===== config.mk =====
export PLATFORM = sky130hd
export DESIGN_NAME = spi_master_arbiter
export DESIGN_NICKNAME = d
export VERILOG_FILES = /design/src/rtl/spi_master_arbiter.sv
export SDC_FILE = /design/constraint.sdc
export NUM_CORES = 1
export LEC_CHECK = 0
export ABC_CLOCK_PERIOD_IN_PS = 4090
export BUFFER_PORTS_ARGS = -buffer_cell sky130_fd_sc_hd__buf_2
export CAP_MARGIN = 40
export CELL_PAD_IN_SITES_DETAIL_PLACEMENT = 1
export CELL_PAD_IN_SITES_GLOBAL_PLACEMENT = 1
export CORE_ASPECT_RATIO = 0.9
export CORE_MARGIN = 2
export CORE_UTILIZATION = 43
export CTS_CLUSTER_DIAMETER = 30
export DETAILED_ROUTE_END_ITERATION = 8
export GPL_ROUTABILITY_DRIVEN = 1
export HOLD_SLACK_MARGIN = 0.02
export PLACE_DENSITY_LB_ADDON = 0.08
export SLEW_MARGIN = 20
export SYNTH_ARGS = -nofsm -noshare
export SYNTH_HDL_FRONTEND = slang
export SYNTH_SLANG_ARGS = --single-unit

===== constraint.sdc =====
create_clock -name sclk -period 4.09 [get_ports sclk]
set_input_delay 0.2045 -clock sclk [delete_from_list [all_inputs] [get_ports sclk]]
set_output_delay 0.2045 -clock sclk [all_outputs]
set_load 0.03 [all_outputs]

===== src/rtl/spi_master_arbiter.sv =====
// spi_master_arbiter: round-robin shared SPI mode-0 master, one chip select per requester
// Build option: define SPI_ARB_FIXED_PRIO_EN for fixed priority (lowest index wins).
module spi_master_arbiter #(
    parameter int N_REQ   = 4,
    parameter int DATA_W  = 8,
    parameter int CLK_DIV = 2
) (
    input  logic                    sclk,
    input  logic                    reset,
    input  logic [N_REQ-1:0]        req,
    input  logic [N_REQ*DATA_W-1:0] tx_data,
    output logic [N_REQ-1:0]        gnt,
    output logic [N_REQ-1:0]        done,
    output logic [DATA_W-1:0]       rx_data,
    output logic                    busy,
    output logic                    spi_clk,
    output logic                    mosi,
    input  logic                    miso,
    output logic [N_REQ-1:0]        cs_n
);
    localparam int PW = $clog2(N_REQ);
    localparam int BW = $clog2(DATA_W);
    localparam int CW = $clog2(CLK_DIV + 1);

    typedef enum logic [2:0] {IDLE, SETUP, HIGH, LOW, HOLD, GAP} state_t;

    state_t              state_q, state_d;
    logic [CW-1:0]       cnt_q, cnt_d;
    logic [BW-1:0]       bit_q, bit_d;
    logic [PW-1:0]       ptr_q, ptr_d;
    logic [N_REQ-1:0]    gnt_q, gnt_d;
    logic [N_REQ-1:0]    done_q, done_d;
    logic [N_REQ-1:0]    cs_n_q, cs_n_d;
    logic [DATA_W-1:0]   rx_q, rx_d;
    logic [DATA_W-1:0]   rx_sh_q, rx_sh_d;
    logic [DATA_W-2:0]   tx_sh_q, tx_sh_d;
    logic                spi_clk_q, spi_clk_d;
    logic                mosi_q, mosi_d;
    logic [PW-1:0]       idx, win;
    logic                hit;
    logic                last;
    logic [DATA_W-1:0]   word;

    assign last    = cnt_q == CW'(CLK_DIV - 1);
    assign word    = tx_data[win*DATA_W +: DATA_W];
    assign gnt     = gnt_q;
    assign done    = done_q;
    assign rx_data = rx_q;
    assign busy    = state_q != IDLE;
    assign spi_clk = spi_clk_q;
    assign mosi    = mosi_q;
    assign cs_n    = cs_n_q;

    // Pick the winning requester: first set bit after ptr (round-robin) or lowest index (fixed)
    always_comb begin
        idx = '0;
        win = '0;
        hit = 1'b0;
        for (int i = 0; i < N_REQ; i++) begin
`ifdef SPI_ARB_FIXED_PRIO_EN
            idx = PW'(i);
`else
            idx = PW'((int'(ptr_q) + 1 + i) % N_REQ);
`endif
            if (!hit && req[idx]) begin
                win = idx;
                hit = 1'b1;
            end
        end
    end

    // Frame sequencer: next state and registered bus outputs
    always_comb begin
        state_d   = state_q;
        cnt_d     = (state_q == IDLE || last) ? '0 : cnt_q + 1'b1;
        bit_d     = bit_q;
        ptr_d     = ptr_q;
        gnt_d     = gnt_q;
        done_d    = '0;
        cs_n_d    = cs_n_q;
        rx_d      = rx_q;
        rx_sh_d   = rx_sh_q;
        tx_sh_d   = tx_sh_q;
        spi_clk_d = spi_clk_q;
        mosi_d    = mosi_q;
        case (state_q)
            IDLE: if (hit) begin
                state_d = SETUP;
                gnt_d   = N_REQ'(1) << win;
                cs_n_d  = ~(N_REQ'(1) << win);
`ifndef SPI_ARB_FIXED_PRIO_EN
                ptr_d   = win;
`endif
                mosi_d  = word[DATA_W-1];
                tx_sh_d = word[DATA_W-2:0];
                rx_sh_d = '0;
                bit_d   = '0;
            end
            SETUP: if (last) begin
                state_d   = HIGH;
                spi_clk_d = 1'b1;
            end
            HIGH: begin
                if (cnt_q == '0)
                    rx_sh_d = {rx_sh_q[DATA_W-2:0], miso === 1'b1};
                if (last) begin
                    spi_clk_d = 1'b0;
                    if (bit_q == BW'(DATA_W - 1))
                        state_d = HOLD;
                    else begin
                        state_d = LOW;
                        bit_d   = bit_q + 1'b1;
                        mosi_d  = tx_sh_q[DATA_W-2];
                        tx_sh_d = tx_sh_q << 1;
                    end
                end
            end
            LOW: if (last) begin
                state_d   = HIGH;
                spi_clk_d = 1'b1;
            end
            HOLD: if (last) begin
                state_d = GAP;
                cs_n_d  = '1;
                gnt_d   = '0;
                done_d  = gnt_q;
                rx_d    = rx_sh_q;
                mosi_d  = 1'b0;
            end
            GAP: if (last) state_d = IDLE;
            default: state_d = IDLE;
        endcase
    end

    // State registers with asynchronous abort
    always_ff @(posedge sclk or posedge reset) begin
        if (reset) begin
            state_q   <= IDLE;
            cnt_q     <= '0;
            bit_q     <= '0;
            ptr_q     <= PW'(N_REQ - 1);
            gnt_q     <= '0;
            done_q    <= '0;
            cs_n_q    <= '1;
            rx_q      <= '0;
            rx_sh_q   <= '0;
            tx_sh_q   <= '0;
            spi_clk_q <= 1'b0;
            mosi_q    <= 1'b0;
        end else begin
            state_q   <= state_d;
            cnt_q     <= cnt_d;
            bit_q     <= bit_d;
            ptr_q     <= ptr_d;
            gnt_q     <= gnt_d;
            done_q    <= done_d;
            cs_n_q    <= cs_n_d;
            rx_q      <= rx_d;
            rx_sh_q   <= rx_sh_d;
            tx_sh_q   <= tx_sh_d;
            spi_clk_q <= spi_clk_d;
            mosi_q    <= mosi_d;
        end
    end
endmodule


==> results.toml <==
[clock_tree]
cts_tree = "done"
total_clock_buffers_created_by_cts = 5
cts_root_buffer = "clkbuf_8"
clock-sinks = 47
clk_latency_ps = 300
cts.path.max_buffers = 2
clock_transition_time_at_the_flip_flop_clock_pins_of_the_worst_setup_and_hold_paths_ps = 100
htree_num_levels = 2
post_cts_setup_driven_buffer_insertion_count = 0

[routing]
detail_route.first_pass.iterations = 5
ant_nets = 0
detailedRoute.firstIterationViolations = 48
avgViaCountPerCell = 5.58
routed_wl_um = 5630
via_count = 1869
drt_drc_violations_left = 0
drt-wirelength-per-cell_um = 16.8

[synthesis]
synth-main-ff-cell = "dfrtp_1"
post_syn_nets = 248
synthesis.area_um2 = 2310
part_of_the_yosys_area_used_for_sequential_elements_pct = 51.2
synth-edff-count = 0
synth.distinct_cells = 44
synthesized_netlist_cell_count = 205
yosysWarnings = 0
post_synth.cell_area_avg_um2 = 11.3
share_of_flip_flops_with_an_asynchronous_set_or_reset_after_synthesis_pct = 100
yosys_register_bits = 47

[sta]
rsz0062_at_grt = "no"
fin_clk_skew_ps = 6.99
report.final.setup_viol = 0
max-slew-margin-rel_pct = 53.7
hold_viol_final = 0
final.period_utilization_pct = 54.9
worstMarginPinSlew_ps = 694
postLayoutSetupSlackWorst_ps = 1840
fmax_mhz = 445
final.setup.tns_ps = 0
post-route-min-period_ps = 2250
final_max_slew_viol_count = 0

[cells_and_area]
num_antenna_cells = 0
final_net_count = 310
layout.filler_cells = 597
multi_input_comb_area_um2 = 1030
syn2layout_area_growth_pct = 20.7
sequential_cell_area_um2 = 1180
fraction_of_final_layout_cells_sized_beyond_drive_strength_1_pct = 37.7
postLayoutCoreUtil_pct = 53.4

[power_and_ir_drop]
vdd.ir_drop.worst_uv = 302
leakage_nw = 1.31
internal_power_w = 0.000940
power.density_cell_area_nw_per_um2 = 553
share_seq_of_total_power_pct = 45.4
clock_power_share_pct = 19.6
switchingPower_w = 0.000601
comb_power_share_pct = 35.0
switching_share_pct = 39.0

[floorplan]
fp.dieW_um = 81.3
floorplan.die_area_um2 = 5970
std_cell_rows = 25
floorplan.core_area_um2 = 5220
fp.dieH_um = 73.5
ioPinCount = 62
initial_utilization_pct = 44.2

[worst_setup_path]
critical_path_peak_fanout = 9
worstPathRequired_ps = 4270
crit_path_top_delay_cell = "nor4_4"
critical_path.startpoint_type = "flip-flop"
worst_path_most_repeated_cell = "ha_1"
worstPathCellList = "ha_1 > ha_1 > nor4_4 > a21oi_1 > a222oi_1"
largest_delay_contributor_family_on_the_critical_path = "compound AO/OA/AOI/OAI gates"
cpPeakStageDelay_ps = 610
path_buf_inv = 0
crit_type = "flip-flop to flip-flop"
critical_path_end_type = "flip-flop"
arrival_ps = 2430

[place]
gp_congestion = 0.741
place.port_buffers = 61
detailed_place_hpwl_um = 4130
worst_slack_placed_ps = 1870

[global_route]
antenna_found_initial = 0
groute.usage.overall_pct = 20.4
grt_max_degree = 36
vias_in_the_first_global_route = 1989
overflow = 0
grt_pass1_wl_um = 9310

[outcome]
outcome = "complete, no violations"

[run]
number_of_maximum_capacitance_violations = 0

[worst_hold_path]
timing.hold.worst.class = "primary input to flip-flop"
-- cells by family (layout without fill, tap and decap cells) --
logic type	after synthesis	in the layout	synth area share (%)
compound gates	51	51	17.3
fa+ha+maj	4	4	2.17
buf+inv	23	86	4.17
flops	47	47	51.2
mux	26	26	12.1
simple gates	54	54	13.0
-- power groups by stage --
stage / clock, W / sequential (W) / combinational (W)
after floorplan: 0 / 0.000739 / 0.000346
after global placement: 0 / 0.000706 / 0.000529
after detailed placement: 0 / 0.000709 / 0.000544
after CTS: 0.000313 / 0.000701 / 0.000549
after global routing: 0.000330 / 0.000721 / 0.000608
final: 0.000302 / 0.000700 / 0.000540
-- cell usage after synthesis, types with 2 or more instances --
| library cell | count | area [um^2] |
|---|---|---|
| a21oi_1 | 7 | 35.0 |
| nor2_1 | 9 | 33.8 |
| mux2_2 | 15 | 169 |
| and2_1 | 5 | 31.3 |
| nand3_1 | 2 | 10.0 |
| and3_1 | 2 | 12.5 |
| inv_1 | 14 | 52.6 |
| nand2b_1 | 3 | 18.8 |
| mux2i_1 | 11 | 110 |
| a221oi_1 | 6 | 52.6 |
| a222oi_1 | 6 | 60.1 |
| dfstp_2 | 6 | 158 |
| nor3_1 | 2 | 10.0 |
| clkbuf_1 | 2 | 7.51 |
| nand2_1 | 17 | 63.8 |
| ha_1 | 4 | 50.1 |
| o21ai_0 | 9 | 45.0 |
| nor2b_1 | 2 | 12.5 |
| buf_2 | 4 | 20.0 |
| dfrtp_1 | 41 | 1030 |
| nor3b_1 | 3 | 22.5 |
| a22o_1 | 11 | 96.3 |
| o2bb2ai_1 | 2 | 17.5 |
| a32o_1 | 2 | 20.0 |
-- sequential cells by signal, summed over array words and instances (netlist names) --
| signal | count |
|---|---|
| cs_n | 4 |
| mosi | 1 |
| state_q | 3 |
| bit_q | 3 |
| ptr_q | 2 |
| gnt | 4 |
| tx_sh_q | 7 |
| rx_sh_q | 8 |
| done | 4 |
| cnt_q | 2 |
| spi_clk | 1 |
| rx_data | 8 |
-- cell usage in the layout (no fill, tap or decap), types with 2 or more instances in the layout --
cell / synthesis / final
a221oi_1: 6 / 6
buf_2: 4 / 61
nand2_1: 17 / 17
nor3b_1: 3 / 3
a222oi_1: 6 / 6
nand2b_1: 3 / 3
nor2b_1: 2 / 2
a21oi_1: 7 / 7
dfstp_2: 6 / 6
inv_1: 14 / 13
nand3_1: 2 / 2
nor3_1: 2 / 2
nor2_1: 9 / 9
dfrtp_1: 41 / 41
o21ai_0: 9 / 9
mux2i_1: 11 / 11
a32o_1: 2 / 2
and2_1: 5 / 5
a22o_1: 11 / 11
ha_1: 4 / 4
clkbuf_8: 0 / 5
and3_1: 2 / 2
o2bb2ai_1: 2 / 2
mux2_2: 15 / 15
-- metrics by stage --
stage               total power, W  instance area, um^2  hold slack (ps)  std cells
detailed placement         0.00125                 2680              183        326
finish                     0.00154                 2790              144        335
global placement           0.00123                 2660              436        325
CTS                        0.00156                 2790              141        335
global route               0.00166                 2790              160        335
floorplan                  0.00108                 2310              344        205
-- area by class of cell --
type                    count  share of cell area, %
multi-input cells         135                   36.9
clock buffers               5                   2.47
clock inverters             3                  0.987
flip-flops and latches     47                   42.4
inverters                  14                   1.88
well taps                  67                   3.01
repair buffers             64                   12.3
-- repair_timing --
item,in CTS,in global routing
hold buffers,1,0
resized for setup,0,0
endpoints found under the hold margin,12,0
-- routing by layer --
layer | up-vias | share of wire (%) | track usage, % | wire length, um
met5 | - | 0 | 0 | 0
met4 | 0 | 0.98 | 6.21 | 55
met3 | 7 | 4.2 | 4.30 | 234
met2 | 46 | 47 | 33.6 | 2660
met1 | 935 | 48 | 27.3 | 2680
li1 | 881 | - | - | -
-- worst paths after layout --
path,from,to,slack (ps),depth (start not counted)
max,bit_q[0],tx_sh_q[1],1840,5
min,miso,rx_sh_q[0],140,2
max reg2reg,bit_q[0],tx_sh_q[1],1840,5
min reg2reg,cnt_q[0],cnt_q[0],470,1
max in group asynchronous,reset,ptr_q[0],3150,4
min in group asynchronous,reset,tx_sh_q[2],390,3
(Power assumes the default switching activity.)
